## src/rtl/alu_pkg.sv

```systemverilog
// Shared ALU definitions: opcodes, ARM condition codes and issue-controller states.
// Used by the issue controller, the condition evaluator and the branch unit.
package alu_pkg;

   localparam logic [4:0] OP_AND   = 5'd0;
   localparam logic [4:0] OP_EOR   = 5'd1;
   localparam logic [4:0] OP_SUB   = 5'd2;
   localparam logic [4:0] OP_RSB   = 5'd3;
   localparam logic [4:0] OP_ADD   = 5'd4;
   localparam logic [4:0] OP_ADC   = 5'd5;
   localparam logic [4:0] OP_SBC   = 5'd6;
   localparam logic [4:0] OP_RSC   = 5'd7;
   localparam logic [4:0] OP_TST   = 5'd8;
   localparam logic [4:0] OP_TEQ   = 5'd9;
   localparam logic [4:0] OP_CMP   = 5'd10;
   localparam logic [4:0] OP_CMN   = 5'd11;
   localparam logic [4:0] OP_ORR   = 5'd12;
   localparam logic [4:0] OP_MOV   = 5'd13;
   localparam logic [4:0] OP_BIC   = 5'd14;
   localparam logic [4:0] OP_MVN   = 5'd15;
   localparam logic [4:0] OP_PASSA = 5'd16;
   localparam logic [4:0] OP_A4    = 5'd17;
   localparam logic [4:0] OP_AB4   = 5'd18;
   localparam logic [4:0] OP_AMB4  = 5'd19;
   localparam logic [4:0] OP_A1    = 5'd20;

   localparam logic [3:0] COND_EQ = 4'h0;
   localparam logic [3:0] COND_NE = 4'h1;
   localparam logic [3:0] COND_CS = 4'h2;
   localparam logic [3:0] COND_CC = 4'h3;
   localparam logic [3:0] COND_MI = 4'h4;
   localparam logic [3:0] COND_PL = 4'h5;
   localparam logic [3:0] COND_VS = 4'h6;
   localparam logic [3:0] COND_VC = 4'h7;
   localparam logic [3:0] COND_HI = 4'h8;
   localparam logic [3:0] COND_LS = 4'h9;
   localparam logic [3:0] COND_GE = 4'hA;
   localparam logic [3:0] COND_LT = 4'hB;
   localparam logic [3:0] COND_GT = 4'hC;
   localparam logic [3:0] COND_LE = 4'hD;
   localparam logic [3:0] COND_AL = 4'hE;
   localparam logic [3:0] COND_NV = 4'hF;

   typedef enum logic [1:0] {
      ST_IDLE  = 2'd0,
      ST_ISSUE = 2'd1,
      ST_RESP  = 2'd2
   } state_t;

endpackage

```

## src/rtl/cond_eval.sv

```systemverilog
// ARM condition-field evaluator: decides whether an instruction executes given the current NZCV.
// Purely combinational so it can be shared with the branch unit.
module cond_eval
   import alu_pkg::*;
(
   input  logic [3:0] cond,
   input  logic [3:0] nzcv,
   output logic       pass
);

   logic flagN, flagZ, flagC, flagV;

   assign flagN = nzcv[3];
   assign flagZ = nzcv[2];
   assign flagC = nzcv[1];
   assign flagV = nzcv[0];

   always_comb begin
      pass = 1'b0;
      case (cond)
         COND_EQ: pass = flagZ;
         COND_NE: pass = !flagZ;
         COND_CS: pass = flagC;
         COND_CC: pass = !flagC;
         COND_MI: pass = flagN;
         COND_PL: pass = !flagN;
         COND_VS: pass = flagV;
         COND_VC: pass = !flagV;
         COND_HI: pass = flagC && !flagZ;
         COND_LS: pass = !flagC || flagZ;
         COND_GE: pass = (flagN == flagV);
         COND_LT: pass = (flagN != flagV);
         COND_GT: pass = !flagZ && (flagN == flagV);
         COND_LE: pass = flagZ || (flagN != flagV);
         COND_AL: pass = 1'b1;
         default: pass = 1'b0;
      endcase
   end

endmodule

```

## src/rtl/alu_issue_ctrl.sv

```systemverilog
// Shares one combinational ALU between execute (port 0) and fetch (port 1): arbitrates, issues,
// applies the condition field, registers the result and owns the NZCV flags.
module alu_issue_ctrl
   import alu_pkg::*;
#(
   parameter int DW     = 32,
   parameter int OPW    = 5,
   parameter int STARVE = 4
) (
   input  logic              clk,
   input  logic              reset,
   input  logic [1:0]        req_valid,
   output logic [1:0]        req_ready,
   input  logic [2*DW-1:0]   req_a,
   input  logic [2*DW-1:0]   req_b,
   input  logic [2*OPW-1:0]  req_op,
   input  logic [1:0]        req_s,
   input  logic [7:0]        req_cond,
   output logic              rsp_valid,
   input  logic              rsp_ready,
   output logic              rsp_port,
   output logic [DW-1:0]     rsp_data,
   output logic              rsp_skipped,
   output logic [3:0]        flags_nzcv,
   output logic [DW-1:0]     alu_a,
   output logic [DW-1:0]     alu_b,
   output logic [OPW-1:0]    alu_op,
   output logic              alu_cin,
   output logic              alu_s,
   input  logic [DW-1:0]     alu_out,
   input  logic              alu_c,
   input  logic              alu_z,
   input  logic              alu_n,
   input  logic              alu_v
);

   localparam int CW = $clog2(STARVE + 1);

   state_t           stateQ, stateD;
   logic [DW-1:0]    opA, opB;
   logic [OPW-1:0]   opCode;
   logic             opS;
   logic [3:0]       opCond;
   logic             opPort;
   logic             rrPtr;
   logic [CW-1:0]    starveCnt;
   logic             grantAny;
   logic             grantPort;
   logic             starved;
   logic             condPass;

   cond_eval uCondEval (
      .cond (opCond),
      .nzcv (flags_nzcv),
      .pass (condPass)
   );

   assign starved = (starveCnt >= CW'(STARVE));

   // Round-robin between both ports, overridden once port 1 has waited STARVE grants.
   always_comb begin
      grantAny  = (stateQ == ST_IDLE) && (req_valid != 2'b00);
      grantPort = 1'b0;
      case (req_valid)
         2'b01:   grantPort = 1'b0;
         2'b10:   grantPort = 1'b1;
         2'b11:   grantPort = starved ? 1'b1 : rrPtr;
         default: grantPort = 1'b0;
      endcase
      req_ready = 2'b00;
      if (grantAny) begin
         req_ready = grantPort ? 2'b10 : 2'b01;
      end
   end

   always_comb begin
      stateD = stateQ;
      case (stateQ)
         ST_IDLE:  if (grantAny) stateD = ST_ISSUE;
         ST_ISSUE: stateD = ST_RESP;
         ST_RESP:  if (rsp_ready) stateD = ST_IDLE;
         default:  stateD = ST_IDLE;
      endcase
   end

   always_ff @(posedge clk) begin
      if (reset) begin
         stateQ <= ST_IDLE;
      end else begin
         stateQ <= stateD;
      end
   end

   always_ff @(posedge clk) begin
      if (reset) begin
         opA         <= '0;
         opB         <= '0;
         opCode      <= '0;
         opS         <= 1'b0;
         opCond      <= 4'h0;
         opPort      <= 1'b0;
         rrPtr       <= 1'b0;
         starveCnt   <= '0;
         rsp_valid   <= 1'b0;
         rsp_port    <= 1'b0;
         rsp_data    <= '0;
         rsp_skipped <= 1'b0;
         flags_nzcv  <= 4'h0;
      end else begin
         case (stateQ)
            ST_IDLE: begin
               if (grantAny) begin
                  opA    <= grantPort ? req_a[2*DW-1:DW]    : req_a[DW-1:0];
                  opB    <= grantPort ? req_b[2*DW-1:DW]    : req_b[DW-1:0];
                  opCode <= grantPort ? req_op[2*OPW-1:OPW] : req_op[OPW-1:0];
                  opS    <= grantPort ? req_s[1]            : req_s[0];
                  opCond <= grantPort ? req_cond[7:4]       : req_cond[3:0];
                  opPort <= grantPort;
                  rrPtr  <= ~rrPtr;
                  if (grantPort) begin
                     starveCnt <= '0;
                  end else if (req_valid[1] && !starved) begin
                     starveCnt <= starveCnt + 1'b1;
                  end
               end
            end
            ST_ISSUE: begin
               rsp_valid <= 1'b1;
               rsp_port  <= opPort;
               if (condPass) begin
                  rsp_data    <= alu_out;
                  rsp_skipped <= 1'b0;
                  if (opS) begin
                     flags_nzcv <= {alu_n, alu_z, alu_c, alu_v};
                  end
               end else begin
                  rsp_data    <= '0;
                  rsp_skipped <= 1'b1;
               end
            end
            ST_RESP: begin
               if (rsp_ready) begin
                  rsp_valid <= 1'b0;
               end
            end
            default: ;
         endcase
      end
   end

   // Operands are presented straight from the latched request; only S is gated to the issue cycle.
   assign alu_a   = opA;
   assign alu_b   = opB;
   assign alu_op  = opCode;
   assign alu_s   = (stateQ == ST_ISSUE) && opS;
   assign alu_cin = flags_nzcv[1];

endmodule
```

## config.mk

```make
export PLATFORM = sky130hd
export DESIGN_NAME = alu_issue_ctrl
export DESIGN_NICKNAME = d
export VERILOG_FILES = /design/src/rtl/alu_pkg.sv /design/src/rtl/cond_eval.sv /design/src/rtl/alu_issue_ctrl.sv
export SDC_FILE = /design/constraint.sdc
export NUM_CORES = 1
export LEC_CHECK = 0
export BUFFER_PORTS_ARGS = -buffer_cell sky130_fd_sc_hd__buf_2
export CORE_MARGIN = 8
export CORE_UTILIZATION = 40
export DETAILED_ROUTE_END_ITERATION = 10
export HOLD_SLACK_MARGIN = 0.08
export PLACE_DENSITY = 0.82
export SLEW_MARGIN = 20
export SYNTH_ARGS = -nofsm -noshare
export SYNTH_HDL_FRONTEND = slang
export SYNTH_SLANG_ARGS = --single-unit
```

## constraint.sdc

```tcl
create_clock -name clk -period 3.91 [get_ports clk]
set_clock_uncertainty 0.15 [all_clocks]
set_input_delay 0 -clock clk [delete_from_list [all_inputs] [get_ports clk]]
set_output_delay 0 -clock clk [all_outputs]
set_load 0.01 [all_outputs]
```

==> results.json, run 1 <==
{
  "cts_buffer_depth": 2,
  "syn_nets": 615,
  "synth_cells": 425,
  "synth_ff_type": "dfxtp_1",
  "yosysTopAreaCell": "dfxtp_1",
  "yosysSeqAreaShare_pct": 53.8,
  "cts_root_buf": "clkbuf_8",
  "die_h_um": 122,
  "rows": 38,
  "synth_common_cells": "120 x dfxtp_1, 86 x nor2_1, 74 x a222oi_1",
  "num_io_pins": 301,
  "synth_cell_types": 36,
  "cts_buffers": 17,
  "io_buffers": 300,
  "cts.sinks": 120,
  "status": "did not finish",
  "ys_warn_count": 0,
  "error": "[ERROR RSZ-0060] Max buffer count reached.",
  "place.gp.congestion": 0.826,
  "cts_max_level": 4,
  "yosys_register_bits": 120,
  "synthArstFlopShare_pct": 0,
  "hpwl_um": 12100,
  "synth_edf_count": 0,
  "ys_top_cells_by_area": "dfxtp_1 54%, a222oi_1 17%, nor2_1 7.2%",
  "haltStage": "clock tree synthesis (4_1_cts)",
  "ctsResizeCount": 0,
  "cts_setup_buffers": 0,
  "yosysMostFrequentCell": "dfxtp_1",
  "numPlacedInstances": 822,
  "initial_core_util_pct": 41.0,
  "avgSynthCellArea_um2": 10.5,
  "die_x_um": 122,
  "synthDominantCellAreaShare_pct": 53.8,
  "netlist_area_mm2": 0.00447,
  "cts.hold.buffers_added": 173
}
-- logic make-up after synthesis --
| group | share of synthesized area [%] |
|---|---|
| AO/OA/AOI/OAI | 27.5 |
| XOR/XNOR | 0.589 |
| adder cells (fa/ha/maj) | 0.280 |
| buffers and inverters | 5.30 |
| flip-flops | 53.8 |
| multiplexers | 1.12 |
| AND/OR/NAND/NOR | 11.4 |
-- metrics by stage --
stage	instance area, um2	setup slack [ns]
after detailed placement	6000	1.30
after floorplan	4470	2.05
after global placement	6000	1.52
==> inputs of run 2 (changes only) <==
CORE_UTILIZATION = 25   (was 40)
HOLD_SLACK_MARGIN = default   (was 0.08)
PLACE_DENSITY = default   (was 0.82)
PLACE_DENSITY_LB_ADDON = 0.15   (was default)
==> results.json, run 2 <==
{
  "finalInstanceArea_mm2": 0.00863,
  "cts_buffer_depth": 2,
  "hold_viol_final": 0,
  "cap_viol_max_count": 0,
  "p_per_area_mw_per_mm2": 459,
  "antenna_cells": 0,
  "drtPass1Iterations": 8,
  "rsz0062_at_grt": "no",
  "drive_above_1_share_pct": 38.4,
  "synthDominantCellAreaShare_pct": 53.8,
  "finalSetupViolCount": 0,
  "dr_total_vias": 5621,
  "antenna_found_initial": 0,
  "die-area_mm2": 0.0224,
  "place.gp.congestion": 0.760,
  "crit_fanout": 42,
  "regToRegSetupSlack_ns": 0.93,
  "yosysMostFrequentCell": "dfxtp_1",
  "num_io_pins": 301,
  "yosysTopAreaCell": "dfxtp_1",
  "synth_common_cells": "120 x dfxtp_1, 86 x nor2_1, 74 x a222oi_1",
  "rows": 49,
  "fin_crit_ns": 2.98,
  "synth_cells": 425,
  "crit_type": "register to register",
  "ant_nets": 0,
  "cts_setup_buffers": 0,
  "synthArstFlopShare_pct": 0,
  "worstSetupStartpointType": "register",
  "cts_buffers": 17,
  "dp_slack_ns": 1.56,
  "tightestPinTransition_ns": 1.06,
  "totalWireLength_um": 19400,
  "setup_tns_ns": 0,
  "maxSlewViolCount": 0,
  "holdWs_ns": 0.0652,
  "cp_data_required_time_ns": 4.10,
  "slew_headroom_pct": 29.5,
  "drc": 0,
  "die_x_um": 150,
  "avgSynthCellArea_um2": 10.5,
  "fin_ws_ns": 0.929,
  "synth_ff_type": "dfxtp_1",
  "hpwl_um": 12100,
  "die_h_um": 150,
  "arrival_ns": 3.17,
  "status": "finished clean",
  "drt_iter0_markers": 524,
  "cp-end-kind": "register",
  "syn_nets": 615,
  "synth_edf_count": 0,
  "placed_area_mm2": 0.00613,
  "crit_chain": "nor2_1 > nand2_1 > a21oi_4 > buf_12 > a222oi_1 > dlygate4sd3_1 > nor2_1",
  "vias_per_cell": 4.97,
  "area_delta_synth_final_pct": 93.4,
  "ys_warn_count": 0,
  "insertion_delay_ns": 0.41,
  "clkTransAtPathRegs_ns": 0.05,
  "final-seq-area_mm2": 0.00240,
  "grt_pass1_wl_um": 30400,
  "initial_core_util_pct": 25.2,
  "wl_per_cell_um": 17.1,
  "cpMostUsedCell": "nor2_1",
  "fillers": 1608,
  "layout_common_cells": "299 x buf_2, 188 x dlygate4sd3_1, 120 x dfxtp_1, 84 x nor2_1, 74 x a222oi_1",
  "finalCritPeriodShare_pct": 76.3,
  "gr-total-overflow": 0,
  "netlist_area_mm2": 0.00447,
  "ys_top_cells_by_area": "dfxtp_1 54%, a222oi_1 17%, nor2_1 7.2%",
  "yosysSeqAreaShare_pct": 53.8,
  "nets": 1079,
  "cts.sinks": 120,
  "hold_class": "primary input to register",
  "yosys_register_bits": 120,
  "grt_pass1_vias": 6032,
  "p_leak_nw": 3.88,
  "vdd_drop_max_mv": 0.293,
  "cts_root_buf": "clkbuf_16",
  "multi_input_area_mm2": 0.00188,
  "grt_max_degree": 95,
  "layout_commonest_cell": "buf_2",
  "grtUsageTotal_pct": 16.9,
  "cts_tree": "built",
  "critPathMaxStageDelay_ns": 0.84,
  "synth_cell_types": 36,
  "coreArea_mm2": 0.0177,
  "cts_max_level": 4,
  "io_buffers": 300,
  "crit_path_top_delay_cell": "a21oi_4",
  "fmaxAchievable_ghz": 0.335
}
run 2: report_power, final:
group	switching, mW	internal (mW)
sequential	0.0679	1.33
combinational	0.419	0.516
clock	0.559	1.07
total	1.05	2.92
run 2: worst max-delay path, delay by kind of cell, from the launching register on:
kind,cells,cell delay [ns]
flip-flops,1,0.31
buffers and inverters,2,0.93
AO/OA/AOI/OAI,2,0.97
AND/OR/NAND/NOR,3,0.52
run 2: per-layer routing:
layer  vias up  track usage, %  share of wire, %  wire length, um
met1      2688            18.6                39             7630
met4         0            7.00               2.7              528
li1       2623               -                 -                -
met2       270            27.6                48             9220
met5         -               0                 0                0
met3        40            7.89                10             1980
run 2: cell type report:
cell class,count,area share [%]
repair buffers,492,39.8
flip-flops and latches,120,27.8
multi-input cells,255,21.7
clock buffers,18,5.09
well taps,229,3.32
clock inverters,13,2.07
inverters,3,0.130
run 2: cells by family after synthesis:
| logic type | synth area share (%) |
|---|---|
| AOI/OAI and AO/OA | 27.5 |
| xor gates and xnor gates | 0.589 |
| adders and majority gates | 0.280 |
| buffers and inverters | 5.30 |
| DFF | 53.8 |
| muxes | 1.12 |
| and+or+nand+nor | 11.4 |
run 2: final timing paths:
check / from / end / depth (start not counted)
min: reset / rrPtr / 2
max reg2reg: starveCnt[2] / alu_a[1] / 7
max: starveCnt[2] / alu_a[1] / 7
min reg2reg: rsp_skipped / rsp_skipped / 2
run 2: metrics by stage:
step                cells  utilization [%]  power (mW)
global placement      911             34.6        2.05
global route         1130             48.7        4.16
CTS                  1130             48.7        4.00
floorplan             425                -        1.78
detailed placement    911             34.6        2.06
finish               1130             48.7        3.97
run 2: timing repair:
action                                 CTS  global route
endpoints found under the hold margin  114             0
gates resized for setup                  0             0
hold buffers                           188             0
No activity file was read; power rests on OpenSTA's default activity.
==> inputs of run 3 (changes only) <==
clock period = 2.5 ns   (was 3.91 ns; I/O delays follow)
==> results.json, run 3 (synthesis results as in run 2) <==
{
  "totalWireLength_um": 18900,
  "holdWs_ns": 0.0785,
  "insertion_delay_ns": 0.41,
  "cp_data_required_time_ns": 2.63,
  "cts_buffer_depth": 2,
  "cts_buffers": 17,
  "fin_ws_ns": 0.169,
  "grtUsageTotal_pct": 16.1,
  "hold_viol_final": 0,
  "cts_setup_buffers": 0,
  "cts_root_buf": "clkbuf_16",
  "ant_nets": 0,
  "hpwl_um": 12400,
  "vias_per_cell": 4.87,
  "drtPass1Iterations": 8,
  "cp-end-kind": "register",
  "p_per_area_mw_per_mm2": 721,
  "layout_commonest_cell": "buf_2",
  "setup_tns_ns": 0,
  "vdd_drop_max_mv": 0.454,
  "drive_above_1_share_pct": 39.1,
  "nets": 1086,
  "crit_fanout": 30,
  "status": "finished clean",
  "maxSlewViolCount": 0,
  "grt_pass1_wl_um": 29200,
  "post-route-util_pct": 49.2,
  "die-area_mm2": 0.0224,
  "initial_core_util_pct": 25.2,
  "cts_max_level": 4,
  "fillers": 1597,
  "slew_headroom_pct": 64.4,
  "finalCritPeriodShare_pct": 93.2,
  "antenna_found_initial": 0,
  "tightestPinTransition_ns": 0.534,
  "arrival_ns": 2.46,
  "numPlacedInstances": 917,
  "dp_slack_ns": 0.390,
  "place.gp.congestion": 0.803,
  "cap_viol_max_count": 0,
  "p_leak_nw": 3.92,
  "finalNonFillerCells": 1138,
  "power_mw": 6.28,
  "die_h_um": 150,
  "hold_class": "primary input to register",
  "coreArea_mm2": 0.0177,
  "rows": 49,
  "placed_area_mm2": 0.00616,
  "fmaxAchievable_ghz": 0.429,
  "io_buffers": 300,
  "finalSetupViolCount": 0,
  "clkTransAtPathRegs_ns": 0.06,
  "dr_total_vias": 5547,
  "rsz0062_at_grt": "no",
  "fin_crit_ns": 2.33,
  "grt_max_degree": 61,
  "finalInstanceArea_mm2": 0.00871,
  "num_io_pins": 301,
  "die_x_um": 150,
  "crit_type": "register to register",
  "cts.sinks": 120,
  "worstSetupStartpointType": "register",
  "drt_iter0_markers": 408,
  "drc": 0,
  "antenna_cells": 0,
  "cts_tree": "built",
  "gr-total-overflow": 0,
  "grt_pass1_vias": 5973,
  "wl_per_cell_um": 16.6,
  "area_delta_synth_final_pct": 95.1,
  "layout_common_cells": "299 x buf_2, 188 x dlygate4sd3_1, 120 x dfxtp_1, 83 x nor2_1, 74 x a222oi_1"
}
-- run 3: changes by cell type in the layout (fill, tap and decap cells not counted), sizes merged --
cell / change
clkbuf: +2
o21ai: +1
clkinv: -2
buf: +5
inv: +2
-- run 3: final cells by class --
| class | instances | area [um2] | share of cell area, % |
|---|---|---|---|
| multi-input combinational | 256 | 1880 | 21.6 |
| timing repair buffer | 498 | 3480 | 40.0 |
| tap | 229 | 287 | 3.29 |
| clock inverter | 13 | 194 | 2.23 |
| clock buffer | 19 | 453 | 5.20 |
| sequential | 120 | 2400 | 27.6 |
| inverter | 3 | 11.3 | 0.129 |
-- run 3: per-layer routing --
layer	share of wire [%]	global-route usage [%]	up-vias
met5	0	0	-
met3	9.7	6.41	21
li1	-	-	2641
met1	39	17.5	2609
met2	50	27.7	276
met4	1.3	6.30	0
-- run 3: critical path, stage by stage (launching register included) --
cell	delay, ns
dfxtp_1	0.36
nor2_4	0.21
o21ai_4	0.17
buf_4	0.27
a222oi_1	0.38
dlygate4sd3_1	0.62
nor2_1	0.05
-- run 3: path summary, 6_finish.rpt --
path	slack (ns)	endpoint	startpoint	cells past startpoint
hold reg to reg	0.31	rsp_port	rsp_port	2
hold / removal	0.08	starveCnt[1]	req_valid[0]	5
setup reg to reg	0.17	alu_a[9]	stateQ[0]	6
setup / recovery	0.17	alu_a[9]	stateQ[0]	6
-- run 3: what timing repair did --
item,in CTS,in global routing
gates resized for setup,0,5
hold buffers,188,0
endpoints found under the setup margin,0,74
hold endpoints to repair,115,0
-- run 3: power breakdown --
part | switching, mW | leakage (nW) | internal (mW)
sequential | 0.114 | 0.983 | 2.08
clock | 0.901 | 0.302 | 1.73
combinational | 0.637 | 2.63 | 0.817
total | 1.65 | 3.92 | 4.63
